==> src/rtl/rob_ctrl_pkg.sv <==
// Shared types and constants for the reorder-buffer controller.
// Entry layout in the ROB RAM is {value[31:0], done, rd[4:0]}.
package rob_ctrl_pkg;

    localparam int ROB_ADDR     = 4;
    localparam int ROB_WIDTH    = 38;
    localparam int ROB_RD_LSB   = 0;
    localparam int ROB_DONE_BIT = 5;
    localparam int ROB_VAL_LSB  = 6;

    typedef struct packed {
        logic [31:0] value;
        logic        done;
        logic [4:0]  rd;
    } rob_entry_t;

endpackage

==> src/rtl/rob_done_vec.sv <==
// Per-entry completion bits: two writeback set ports, two allocation and two
// commit clear ports. Flush beats clears, clears beat sets.
module rob_done_vec
    import rob_ctrl_pkg::*;
#(
    parameter int ADDR  = ROB_ADDR,
    parameter int DEPTH = 1 << ADDR
) (
    input  logic                 clk,
    input  logic                 reset,
    input  logic                 flush,
    input  logic [1:0]           set_en,
    input  logic [1:0][ADDR-1:0] set_idx,
    input  logic [1:0]           alloc_en,
    input  logic [1:0][ADDR-1:0] alloc_idx,
    input  logic [1:0]           commit_en,
    input  logic [1:0][ADDR-1:0] commit_idx,
    output logic [DEPTH-1:0]     done
);

    logic [DEPTH-1:0] done_reg;
    logic [DEPTH-1:0] done_next;

    generate
        for (genvar gi = 0; gi < DEPTH; gi++) begin : g_bit
            logic set_hit;
            logic clr_hit;

            assign set_hit = (set_en[0] && set_idx[0] == ADDR'(gi)) ||
                             (set_en[1] && set_idx[1] == ADDR'(gi));
            // A freshly allocated tag must start not-done even if a stale writeback hits it.
            assign clr_hit = (alloc_en[0]  && alloc_idx[0]  == ADDR'(gi)) ||
                             (alloc_en[1]  && alloc_idx[1]  == ADDR'(gi)) ||
                             (commit_en[0] && commit_idx[0] == ADDR'(gi)) ||
                             (commit_en[1] && commit_idx[1] == ADDR'(gi));
            assign done_next[gi] = !flush && !clr_hit && (set_hit || done_reg[gi]);
        end
    endgenerate

    always_ff @(posedge clk or negedge reset) begin
        if (!reset) begin
            done_reg <= '0;
        end else begin
            done_reg <= done_next;
        end
    end

    assign done = done_reg;

endmodule

==> src/rtl/rob_ctrl.sv <==
// Reorder-buffer pointer/status controller: in-order dual allocate, per-entry
// done tracking, and dual in-order retire from the head via the ROB RAM.
module rob_ctrl
    import rob_ctrl_pkg::*;
#(
    parameter int WIDTH = ROB_WIDTH,
    parameter int ADDR  = ROB_ADDR,
    parameter int DEPTH = 1 << ADDR
) (
    input  logic             clk,
    input  logic             reset,
    input  logic             flush,
    input  logic             disp_req_0,
    input  logic             disp_req_1,
    output logic             disp_grant_0,
    output logic             disp_grant_1,
    output logic [ADDR-1:0]  disp_tag_0,
    output logic [ADDR-1:0]  disp_tag_1,
    input  logic             wb_valid_0,
    input  logic             wb_valid_1,
    input  logic [ADDR-1:0]  wb_tag_0,
    input  logic [ADDR-1:0]  wb_tag_1,
    output logic [ADDR-1:0]  ram_addr_out_0,
    output logic [ADDR-1:0]  ram_addr_out_1,
    output logic             ram_o_en_0,
    output logic             ram_o_en_1,
    input  logic [WIDTH-1:0] ram_data_0,
    input  logic [WIDTH-1:0] ram_data_1,
    input  logic             retire_en,
    output logic             commit_valid_0,
    output logic             commit_valid_1,
    output logic [4:0]       commit_rd_0,
    output logic [4:0]       commit_rd_1,
    output logic [31:0]      commit_value_0,
    output logic [31:0]      commit_value_1,
    output logic [ADDR:0]    count,
    output logic             full,
    output logic             empty
);

    logic [ADDR-1:0]  head_reg, head_next, head_p1;
    logic [ADDR-1:0]  tail_reg, tail_next, tail_p1;
    logic [ADDR:0]    count_reg, count_next, free;
    logic [1:0]       n_alloc, n_commit;
    logic [DEPTH-1:0] done_vec;
    logic             wb_ok_0, wb_ok_1;
    logic             unused_ram_done;

    assign head_p1 = head_reg + ADDR'(1);
    assign tail_p1 = tail_reg + ADDR'(1);
    // Free space ignores same-cycle commits so a retiring slot is never reused in that cycle.
    assign free    = (ADDR+1)'(DEPTH) - count_reg;

    assign disp_grant_0 = reset && disp_req_0 && (free >= (ADDR+1)'(1)) && !flush;
    assign disp_grant_1 = disp_req_1 && disp_grant_0 && (free >= (ADDR+1)'(2));
    assign disp_tag_0   = tail_reg;
    assign disp_tag_1   = tail_p1;

    assign commit_valid_0 = reset && retire_en && !flush &&
                            (count_reg >= (ADDR+1)'(1)) && done_vec[head_reg];
    assign commit_valid_1 = commit_valid_0 && (count_reg >= (ADDR+1)'(2)) && done_vec[head_p1];

    // Writebacks only count when the tag lies within [head, head+count).
    assign wb_ok_0 = wb_valid_0 && ({1'b0, wb_tag_0 - head_reg} < count_reg);
    assign wb_ok_1 = wb_valid_1 && ({1'b0, wb_tag_1 - head_reg} < count_reg);

    assign n_alloc  = {1'b0, disp_grant_0} + {1'b0, disp_grant_1};
    assign n_commit = {1'b0, commit_valid_0} + {1'b0, commit_valid_1};

    always_comb begin
        head_next  = head_reg + ADDR'(n_commit);
        tail_next  = tail_reg + ADDR'(n_alloc);
        count_next = count_reg + (ADDR+1)'(n_alloc) - (ADDR+1)'(n_commit);
    end

    always_ff @(posedge clk or negedge reset) begin
        if (!reset) begin
            head_reg  <= '0;
            tail_reg  <= '0;
            count_reg <= '0;
        end else if (flush) begin
            head_reg  <= '0;
            tail_reg  <= '0;
            count_reg <= '0;
        end else begin
            head_reg  <= head_next;
            tail_reg  <= tail_next;
            count_reg <= count_next;
        end
    end

    rob_done_vec #(
        .ADDR  (ADDR),
        .DEPTH (DEPTH)
    ) u_done_vec (
        .clk        (clk),
        .reset      (reset),
        .flush      (flush),
        .set_en     ({wb_ok_1, wb_ok_0}),
        .set_idx    ({wb_tag_1, wb_tag_0}),
        .alloc_en   ({disp_grant_1, disp_grant_0}),
        .alloc_idx  ({tail_p1, tail_reg}),
        .commit_en  ({commit_valid_1, commit_valid_0}),
        .commit_idx ({head_p1, head_reg}),
        .done       (done_vec)
    );

    assign ram_addr_out_0 = head_reg;
    assign ram_addr_out_1 = head_p1;
    assign ram_o_en_0     = reset;
    assign ram_o_en_1     = reset;

    assign commit_rd_0    = ram_data_0[ROB_RD_LSB +: 5];
    assign commit_rd_1    = ram_data_1[ROB_RD_LSB +: 5];
    assign commit_value_0 = ram_data_0[ROB_VAL_LSB +: 32];
    assign commit_value_1 = ram_data_1[ROB_VAL_LSB +: 32];
    // The RAM copy of done is not authoritative; the done vector is.
    assign unused_ram_done = ram_data_0[ROB_DONE_BIT] ^ ram_data_1[ROB_DONE_BIT];

    assign count = count_reg;
    assign full  = (count_reg == (ADDR+1)'(DEPTH));
    assign empty = (count_reg == '0);

endmodule
==> config.mk <==
export PLATFORM = sky130hd
export DESIGN_NAME = rob_ctrl
export DESIGN_NICKNAME = d
export VERILOG_FILES = /design/src/rtl/rob_ctrl_pkg.sv /design/src/rtl/rob_done_vec.sv /design/src/rtl/rob_ctrl.sv
export SDC_FILE = /design/constraint.sdc
export NUM_CORES = 1
export LEC_CHECK = 0
export CAP_MARGIN = 20
export CORE_MARGIN = 10
export CORE_UTILIZATION = 42
export CTS_CLUSTER_DIAMETER = 40
export DETAILED_ROUTE_END_ITERATION = 7
export PLACE_DENSITY = 0.83
export SLEW_MARGIN = 0
export SYNTH_ARGS = -nofsm -noshare
export SYNTH_HDL_FRONTEND = slang
export SYNTH_SLANG_ARGS = --single-unit
export TNS_END_PERCENT = 5
==> constraint.sdc <==
create_clock -name clk -period 5.15 [get_ports clk]
set_input_delay 1.03 -clock clk [delete_from_list [all_inputs] [get_ports clk]]
set_output_delay 1.03 -clock clk [all_outputs]
set_load 0.01 [all_outputs]
==> impl_metrics.tcl <==
set metrics [dict create \
    outcome "completed" \
    r2r_slack_ns 0.70 \
    p_leak_nw 1.61 \
    core.rowCount 35 \
    start_util_pct 43.0 \
    fmax_mhz 224 \
    instances_no_fill 522 \
    finalWeightedCongestion 0.896 \
    cpLargestDelayFamily "buffers and inverters" \
    synth_cell_type_count 59 \
    final_common_cell "clkdlybuf4s50_1" \
    clk_pin_slew_ns 0.07 \
    synthMuxAreaShare_pct 5.88 \
    mostFrequentLayoutCells "44 x clkdlybuf4s50_1, 41 x ha_1, 33 x inv_1" \
    h-tree-depth 2 \
    synth_top_area_cell "dfrtp_1" \
    fp.coreArea_um2 9200 \
    synthToLayoutAreaGrowth_pct 2.81 \
    min_period_ns 4.47 \
    path_common_cell "clkdlybuf4s50_1" \
    dieArea_um2 13700 \
    min_from "u_done_vec.done[15]" \
    avgViaCountPerCell 6.35 \
    ctsResizeCount 0 \
    worst_pin_slew_ns 0.941 \
    cap_violations 0 \
    crit_buf_inv 3 \
    holdBufCountCts 0 \
    dr.pass1.iters 5 \
    grt-ovfl-total 0 \
    cts.sinks 29 \
    route.detailed.drc 0 \
    fin_worst_skew_ns 0.00615 \
    dpl_cell_area_um2 3970 \
    clockBufferDepth 2 \
    cts_tree "yes" \
    min_to "u_done_vec.done[15]" \
    avgSynthCellArea_um2 8.95 \
    synth_fp_nets 581 \
    clkLatencyLatePin_ns 0.29 \
    wl_per_cell_um 20.3 \
    async_flop_share_pct 100 \
    ant_nets 0 \
    netlist_instances 442 \
    drive_above_1_share_pct 9.25 \
    end_kind "primary output" \
    io_buffers 44 \
    largest_register_ffs 16 \
    yosysSeqAreaShare_pct 18.3 \
    grt_max_degree 33 \
    slew-limit-headroom_pct 37.2 \
    die_w_um 117 \
    die_y_um 117 \
    grt_pass1_wl_um 17000 \
    yosysTopAreaCellShare_pct 18.3 \
    synth_seq_cells 29 \
    vias 3313 \
    power_w 0.000976 \
    syn-cell-area_um2 3960 \
    hpwl_um 8290 \
    synth_compound_gate_area_share_pct 19.8 \
    diodes 0 \
    tns_ns 0 \
    cts_made_buffers 5 \
    ff2ff_path_depth 19 \
    finalMaxSlewViolations 0 \
    synth-edff-count 0 \
    post_cts_buffers 0 \
    holdCritPathClass "reg -> reg" \
    irDropWorstVdd_mv 0.170 \
    antenna_found_initial 0 \
    placed_cells 514 \
    drtIter0Drc 410 \
    cts-root-buf "clkbuf_8" \
    final_nets 549 \
    min_path_cells 2 \
    setup_viol 0 \
    rsz0062_at_grt "no" \
    hold_violations 0 \
    synth_warnings 0 \
    hold_ws_ns 0.730 \
    grt_pass1_vias 3285 \
    slowest_stage "clkdlybuf4s50_1" \
    io_pins 195 \
    synthAdderAreaFrac_pct 16.0 \
    synth-xor-area-share_pct 3.76 \
    powerDensity_nw_per_um2 240 \
    reg2reg_from "count[2]" \
    r2r-end "count[4]" \
    critPathLaunchType "input pin" \
    synth-main-ff-cell "dfrtp_1" \
    crit_arrival_ns 3.44 \
    path_class "in -> out" \
    worstPathCellList "clkdlybuf4s50_1 > nor2b_1 > o311a_1 > o2111ai_4 > a2111oi_0 > buf_4 > clkdlybuf4s50_1" \
    cp_max_fo 6 \
    synth_top_family_by_area "compound AO/OA/AOI/OAI gates" \
    yosys-top-cells-area "dfrtp_1 18%, buf_4 15%, ha_1 13%, mux4_2 4.0%, a221oi_1 3.5%" \
    worstPathRequired_ns 4.12 \
    routed_wl_um 10600 \
    final_area_um2 4070 \
    period_share_pct 86.9 \
    synthSimpleGateAreaFrac_pct 16.8 \
    slowest_delay_ns 0.58 \
    grt_usage_pct 15.5 \
]
## per-layer routing
metal	share of wire, %	GRT usage, %
met4	1.9	5.68
met5	0	0
met1	42	19.4
met3	12	5.86
met2	44	23.7
## worst max-delay path by stage
stage          slack, ns  cells past startpoint              start             end
2_1_floorplan       0.70                     18  ram_addr_out_0[0]        count[4]
3_3_place_gp        0.57                     17              reset        count[4]
3_5_place_dp        0.56                     14              reset        count[4]
4_1_cts             0.70                      7              reset  commit_valid_1
5_1_grt             0.38                     19           count[2]        count[4]
6_report            0.68                      7              reset  commit_valid_1
## report_power, final
part,internal (W),switching (W)
sequential,0.000246,0.0000308
clock,0.000121,0.0000973
combinational,0.000200,0.000281
## per-stage QoR
step / setup slack (ns) / util [%]
after floorplan: 0.696 / -
after global placement: 0.566 / 43.1
after detailed placement: 0.561 / 43.1
after CTS: 0.702 / 44.2
after global routing: 0.379 / 44.2
final: 0.676 / 44.2
## worst min-delay path: cells and delay by family (launching register included)
family             cells  cell delay [ns]
AOI/OAI and AO/OA      2             0.28
DFF                    1             0.39
## area by class of cell
cell class,instances,area (um2)
Sequential cell,29,726
Timing Repair Buffer,54,515
Multi-Input combinational cell,287,2460
Tap cell,111,139
Inverter,33,124
Clock buffer,7,96.3
Clock inverter,1,5.00
Fill cell,876,5130
## cell usage after synthesis, types with 2 or more instances
library cell and count:
nand4_1 13, o211ai_1 8, a221o_1 3, nand2_1 6
xnor2_1 11, o21ai_0 7, a2111oi_1 7, nor2b_1 19
fa_1 6, inv_1 33, buf_2 5, a2111oi_0 2
nor3_1 7, a21oi_1 8, nor4_2 2, a21o_1 3
a31oi_1 10, and4_1 3, and2_1 8, and3_1 9
mux4_2 7, o2111ai_1 2, dfrtp_1 29, nand2b_1 5
a41oi_1 2, mux2_2 4, nor4_1 4, mux2i_1 3
o221ai_1 3, a221oi_1 16, and2_0 2, xor2_1 6
ha_1 41, nor2_1 19, buf_4 77, nand3_1 3
nor4b_1 3, a31o_2 2, clkbuf_1 10, a211oi_1 12
and3b_1 4
## cell families after synthesis
family,count (synthesis)
multiplexers,14
AO/OA/AOI/OAI,98
XOR/XNOR,17
buffers and inverters,126
AND/OR/NAND/NOR,111
adder cells (fa/ha/maj),47
flip-flops,29
(Power assumes the default switching activity.)
